**src/rtl/pred_argmax_scanner.sv**
```systemverilog
// pred_argmax_scanner: iterative argmax over ENC signed BW-bit logits.
// The score vector is snapshotted on start, then one entry is compared per
// clock. The result (index, value, optional margin) is registered on the
// cycle that enters DONE.
// Optional feature: define PRED_ARGMAX_MARGIN_EN to build runner-up tracking
// and the saturated best-minus-runner-up margin output. Without it, margin is 0.
module pred_argmax_scanner #(
    parameter int ENC   = 27,
    parameter int BW    = 32,
    parameter int IDX_W = 6
) (
    input  logic               clk,
    input  logic               rst,
    input  logic               start,
    input  logic [ENC*BW-1:0]  pred,
    output logic               busy,
    output logic               done,
    output logic [IDX_W-1:0]   char_idx,
    output logic [BW-1:0]      max_val,
    output logic [BW-1:0]      margin
);

    typedef enum logic [1:0] {
        IDLE = 2'd0,
        SCAN = 2'd1,
        DONE = 2'd2
    } state_t;

    localparam logic [IDX_W-1:0] LAST_CNT = IDX_W'(ENC - 1);

    state_t                   state_r;
    // One spare slot on top keeps the shift window in range even for ENC==1.
    logic [(ENC+1)*BW-1:0]    snap_r;
    logic [BW-1:0]            best_r;
    logic [IDX_W-1:0]         best_idx_r;
    logic [IDX_W-1:0]         cnt_r;
    logic                     busy_r;
    logic                     done_r;
    logic [IDX_W-1:0]         char_idx_r;
    logic [BW-1:0]            max_val_r;

    logic [BW-1:0]            entry_s;
    logic                     gt_s;
    logic [BW-1:0]            nbest_s;
    logic [IDX_W-1:0]         nidx_s;

    // The entry under test is always in slot 1; the snapshot shifts down each SCAN cycle.
    assign entry_s = snap_r[BW +: BW];
    assign gt_s    = $signed(entry_s) > $signed(best_r);

`ifdef PRED_ARGMAX_MARGIN_EN
    localparam logic [BW-1:0] MOST_NEG   = {1'b1, {(BW-1){1'b0}}};
    localparam logic [BW-1:0] MARGIN_MAX = {1'b0, {(BW-1){1'b1}}};

    logic [BW-1:0] run_r;
    logic [BW-1:0] nrun_s;
    logic [BW-1:0] margin_r;

    // best - runner_up in BW+1 bits; result is never negative, so clamp any
    // value at or above 2^(BW-1) to the largest positive BW-bit number.
    function automatic logic [BW-1:0] sat_margin(input logic [BW-1:0] b,
                                                 input logic [BW-1:0] r);
        logic [BW:0] d;
        d = {b[BW-1], b} - {r[BW-1], r};
        if (d[BW] || d[BW-1]) begin
            sat_margin = MARGIN_MAX;
        end else begin
            sat_margin = d[BW-1:0];
        end
    endfunction

    // Runner-up update: displaced best on a new maximum, else the entry if it
    // beats the runner-up or ties the best (a tie gives zero margin).
    always_comb begin
        nrun_s = run_r;
        if (gt_s) begin
            nrun_s = best_r;
        end else if (($signed(entry_s) > $signed(run_r)) || (entry_s == best_r)) begin
            nrun_s = entry_s;
        end else begin
            nrun_s = run_r;
        end
    end

    assign margin = margin_r;
`else
    assign margin = {BW{1'b0}};
`endif

    // Best update: only a strictly greater entry takes over, so ties keep the lowest index.
    always_comb begin
        nbest_s = best_r;
        nidx_s  = best_idx_r;
        if (gt_s) begin
            nbest_s = entry_s;
            nidx_s  = cnt_r;
        end else begin
            nbest_s = best_r;
            nidx_s  = best_idx_r;
        end
    end

    // Control FSM, scan datapath and registered result outputs.
    always_ff @(posedge clk) begin
        if (rst) begin
            state_r    <= IDLE;
            snap_r     <= {((ENC+1)*BW){1'b0}};
            best_r     <= {BW{1'b0}};
            best_idx_r <= {IDX_W{1'b0}};
            cnt_r      <= {IDX_W{1'b0}};
            busy_r     <= 1'b0;
            done_r     <= 1'b0;
            char_idx_r <= {IDX_W{1'b0}};
            max_val_r  <= {BW{1'b0}};
`ifdef PRED_ARGMAX_MARGIN_EN
            run_r      <= {BW{1'b0}};
            margin_r   <= {BW{1'b0}};
`endif
        end else begin
            case (state_r)
                IDLE: begin
                    done_r <= 1'b0;
                    if (start) begin
                        snap_r     <= {{BW{1'b0}}, pred};
                        best_r     <= pred[BW-1:0];
                        best_idx_r <= {IDX_W{1'b0}};
                        cnt_r      <= IDX_W'(1);
                        busy_r     <= 1'b1;
`ifdef PRED_ARGMAX_MARGIN_EN
                        run_r      <= MOST_NEG;
`endif
                        if (ENC == 1) begin
                            // Single entry: the result is known at capture.
                            state_r    <= DONE;
                            done_r     <= 1'b1;
                            char_idx_r <= {IDX_W{1'b0}};
                            max_val_r  <= pred[BW-1:0];
`ifdef PRED_ARGMAX_MARGIN_EN
                            margin_r   <= MARGIN_MAX;
`endif
                        end else begin
                            state_r <= SCAN;
                        end
                    end else begin
                        state_r <= IDLE;
                        busy_r  <= 1'b0;
                    end
                end
                SCAN: begin
                    best_r     <= nbest_s;
                    best_idx_r <= nidx_s;
                    snap_r     <= snap_r >> BW;
                    cnt_r      <= cnt_r + IDX_W'(1);
`ifdef PRED_ARGMAX_MARGIN_EN
                    run_r      <= nrun_s;
`endif
                    if (cnt_r == LAST_CNT) begin
                        state_r    <= DONE;
                        done_r     <= 1'b1;
                        char_idx_r <= nidx_s;
                        max_val_r  <= nbest_s;
`ifdef PRED_ARGMAX_MARGIN_EN
                        margin_r   <= sat_margin(nbest_s, nrun_s);
`endif
                    end else begin
                        state_r <= SCAN;
                    end
                end
                DONE: begin
                    // start is deliberately ignored here; it is not queued.
                    state_r <= IDLE;
                    done_r  <= 1'b0;
                    busy_r  <= 1'b0;
                end
                default: begin
                    state_r <= IDLE;
                    done_r  <= 1'b0;
                    busy_r  <= 1'b0;
                end
            endcase
        end
    end

    assign busy     = busy_r;
    assign done     = done_r;
    assign char_idx = char_idx_r;
    assign max_val  = max_val_r;

endmodule

```
**config.mk**
```make
export PLATFORM = sky130hd
export DESIGN_NAME = pred_argmax_scanner
export DESIGN_NICKNAME = d
export VERILOG_FILES = /design/src/rtl/pred_argmax_scanner.sv
export SDC_FILE = /design/constraint.sdc
export NUM_CORES = 2
export LEC_CHECK = 0
export ABC_AREA = 0
export BUFFER_PORTS_ARGS = -buffer_cell sky130_fd_sc_hd__buf_2
export CAP_MARGIN = 40
export CORE_MARGIN = 1.5
export CORE_UTILIZATION = 25
export DETAILED_ROUTE_END_ITERATION = 8
export HOLD_SLACK_MARGIN = 0.02
export MAX_ROUTING_LAYER = met4
export PLACE_DENSITY_LB_ADDON = 0.08
export SYNTH_ARGS = -nofsm -noshare
export SYNTH_HDL_FRONTEND = slang
export SYNTH_SLANG_ARGS = --single-unit
```
**constraint.sdc**
```tcl
create_clock -name clk -period 3.8 [get_ports clk]
set_clock_uncertainty 0.05 [all_clocks]
set_input_delay 0.19 -clock clk [delete_from_list [all_inputs] [get_ports clk]]
set_output_delay 0.19 -clock clk [all_outputs]
set_load 0.01 [all_outputs]
```
==> summary.txt <==
Power and ir drop
  • Share of total power consumed by net switching: 28.5%
  • Total Power Consumption: 0.0265 W
  • Fraction of power consumed by the clock network: 40.4%
  • Power Density: 460 nW/µm²
  • Design internal power: 0.0189 W
  • Sequential group share of total power: 41.9%
  • Combinational share of power: 17.7%
  • Reported leakage power: 26.3 nW
  • Switching power of the nets: 0.00755 W
  • Max IR drop VDD: 0.357 mV

Worst hold path
  • Hold Crit Endpoint: snap_r[840]
  • Worst hold stages: 3
  • Class of the tightest hold or removal check: input pin to flip-flop
  • Hold Path Origin: pred[840]

Clock network
  • Post CTS Setup Buffer Count: 0
  • CTS tree: yes
  • Maximum level of the CTS H-tree: 3
  • Post_cts resized: 0
  • CTS sink cnt: 918
  • Clock-pin slew of the registers on the worst-case setup and hold paths: 0.06 ns
  • Number of buffers between clock root and the deepest sink: 3
  • Clock latency on the worst-skew pair: 0.71 ns
  • Post-CTS Hold Buffers: 866
  • Number of clock buffers inserted by TritonCTS: 113
  • Clock Tree Root: clkbuf_16

GRT
  • Via count of the first global-routing pass: 36,419
  • Sum of overflow across all layers after global routing: 0
  • Wire length of the first global-routing pass: 245,000 µm
  • Pin count of the biggest net entering global routing: 100
  • Antenna violations before repair: 107
  • Overall track demand over capacity in global routing: 22.3%

Layout
  • Area taken by flip-flops and latches: 18,400 µm²
  • Proportion of layout cells with a drive suffix above 1: 20.7%
  • Total non-filler cell area in the finished layout: 57,600 µm²
  • FILL cells: 15,554
  • Layout-stage area growth over the synthesis result: 52.5%
  • Footprint of the multi-input gates: 18,000 µm²
  • Most common library cell in the layout ignoring fill and taps: dfxtp_1
  • Total Nets Final: 6,680
  • Commonest non-fill, non-tap cells in the layout: dfxtp_1 (918), buf_2 (906), dlygate4sd3_1 (866)
  • Final std cells w/o fill: 7,991

Floorplanning
  • Die span in y: 392 µm
  • Cell Rows: 142
  • Ports: 939
  • Die ar.: 153,000 µm²
  • Chip Width: 392 µm
  • Effective utilization at floorplan: 25.2%
  • Area of the core region: 150,000 µm²

Setup path
  • Origin of the critical flop-to-flop path: best_r[14]
  • Worst Path Arrival: 3.66 ns
  • Critical Path End Type: flip-flop
  • Maximum fanout along the worst path: 18
  • Worst path buffer plus inverter count: 2
  • Slowest cell on the critical path: nor4_1
  • Highest cell delay on the worst timing path: 0.47 ns
  • Reg-to-reg endpoint: best_r[25]
  • Cell family contributing the most delay on the critical path: compound AO/OA/AOI/OAI gates
  • Startpoint types: flip-flop
  • Critical path cell sequence: inv_1 -> ha_1 -> nand4_1 -> nor4_1 -> a21boi_0 -> o31a_1 -> o211ai_4 -> a21o_1 -> buf_12 -> a221o_1
  • Worst Setup Path Type: flip-flop to flip-flop
  • Flop2flop setup slack: 0.68 ns
  • Critical path data required time: 4.34 ns
  • Reg2reg path depth: 10

Place
  • Count of port buffers added during placement: 906
  • Dpl hpwl: 130,000 µm
  • Global placer's final weighted congestion: 0.866
  • Pre-CTS worst setup slack: 0.660 ns
  • Inst Count DP: 6,814
  • Placed inst area: 45,100 µm²

STA
  • Final period utilization: 82.0%
  • Final setup viols: 0
  • Final Hold Viols: 0
  • Unrepaired setup endpoints after global routing: false
  • Worst slew margin: 42.4%
  • Transition time at the pin with the least slew margin: 0.862 ns
  • Final period demand of the worst path: 3.12 ns
  • Max Freq: 321 MHz
  • Final Worst Setup Slack: 0.684 ns
  • Aggregate negative setup slack: 0 ns
  • Total count of max-transition violations in the final report: 0

Routing
  • Average wire per standard cell: 21.5 µm
  • Met1 wire length: 73,800 µm
  • Amount of wire on met2 after detailed routing: 84,800 µm
  • Via density per instance: 4.42
  • DRC violation total after the first TritonRoute iteration: 1,622
  • First-pass detailed-route iteration total: 5
  • Post-route antenna net violation count: 0
  • Routed wl met3: 8990 µm
  • Total via count in the routed design: 35,357
  • Post-detailed-route DRC marker count: 0
  • Post-Route WL: 172,000 µm
  • Highest metal layer with signal wires: met4

Yosys
  • Cell count after synthesis: 4,080
  • Async set-or-reset flop fraction in the synthesized netlist: 0%
  • Post-synthesis cell type count: 44
  • EDFF count, synth: 0
  • Most used flip-flop cell after synthesis: dfxtp_1
  • Per-instance average area after synthesis: 9.26 µm²
  • Count of warnings emitted by yosys: 0
  • Area of the mapped netlist: 37,800 µm²
  • Flip-flop and latch count after synthesis: 918
  • Part of the Yosys area used for sequential elements: 48.6%

Flow run
  • Max_cap viols: 0

Outcome
  • Outcome: completed
area by class of cell:
cell class                      instances  share of cell area, %
Sequential cell                       918                   31.9
Tap cell                             2016                   4.38
Multi-Input combinational cell       2816                   31.2
Timing Repair Buffer                 1894                   25.6
Antenna cell                          102                  0.443
Clock buffer                          175                   5.80
Clock inverter                         34                  0.499
Inverter                               36                  0.234
synth_stat cells, drive strengths merged, types with 2 or more instances:
library cell	instances	area share [%]
a211oi	19	0.38
nand3	10	0.13
a221o	20	0.53
and2	18	0.30
a22oi	15	0.30
mux2i	820	22
clkbuf	227	2.3
nor2	41	0.41
a21oi	29	0.38
and3	4	0.066
nor3	20	0.26
nand2	831	8.3
inv	35	0.35
buf	114	1.6
ha	34	1.1
nand4	5	0.083
o211ai	17	0.37
nand2b	2	0.033
nor2b	2	0.033
a311oi	13	0.30
and4	5	0.13
dfxtp	918	49
a22o	38	0.88
a21boi	2	0.040
o21ai	807	11
o2111ai	13	0.30
a21o	10	0.20
cell families (layout without fill, tap and decap cells):
| group | count (synthesis) | after routing | share of synthesized area, % |
|---|---|---|---|
| mux | 820 | 820 | 21.7 |
| simple gates | 941 | 941 | 9.76 |
| compound gates | 989 | 989 | 14.5 |
| fa+ha+maj | 34 | 34 | 1.13 |
| flops | 918 | 918 | 48.6 |
| other cells | 1 | 134 | 0.00992 |
| buf+inv | 377 | 2139 | 4.22 |
layer usage:
metal,vias to the layer above,GRT usage (%)
met5,-,-
met4,0,5.38
met3,179,4.56
met2,829,37.8
met1,16584,26.8
li1,17765,-
power groups by stage:
| stage | Sequential, W | Clock, W | Combinational [W] |
|---|---|---|---|
| 3_3_place_gp | 0.0113 | 0 | 0.00391 |
| 5_1_grt | 0.0112 | 0.0114 | 0.00511 |
| 2_1_floorplan | 0.0110 | 0 | 0.00244 |
| 4_1_cts | 0.0111 | 0.0111 | 0.00476 |
| 3_5_place_dp | 0.0113 | 0 | 0.00394 |
| 6_report | 0.0111 | 0.0107 | 0.00468 |
registers in the layout, indices dropped and copies added (netlist names):
register and cells:
done 1, best_idx_r 6, max_val 32, snap_r 832, state_r 2, char_idx 6
cnt_r 6, busy 1, best_r 32
worst max-delay path by stage:
stage	from	to	slack, ns	depth (start not counted)
after floorplan	best_r[31]	best_r[10]	1.14	11
after global placement	best_r[14]	best_r[25]	0.73	10
after detailed placement	best_r[14]	best_r[26]	0.66	10
after CTS	best_r[14]	best_r[7]	0.65	10
after global routing	best_r[14]	best_r[7]	0.50	10
final	best_r[14]	best_r[25]	0.68	10
through the flow:
step           hold WS, ns  utilization [%]
2_1_floorplan        0.266                -
3_3_place_gp         0.351             30.0
3_5_place_dp         0.352             30.1
4_1_cts             0.0847             38.3
5_1_grt              0.119             38.4
6_report             0.164             38.4
tightest hold or removal path: stages:
cell and delay (ns):
dlygate4sd3_1 0.51, buf_2 0.09, a22o_1 0.10
Note: power is estimated with default switching activity, not from simulation.
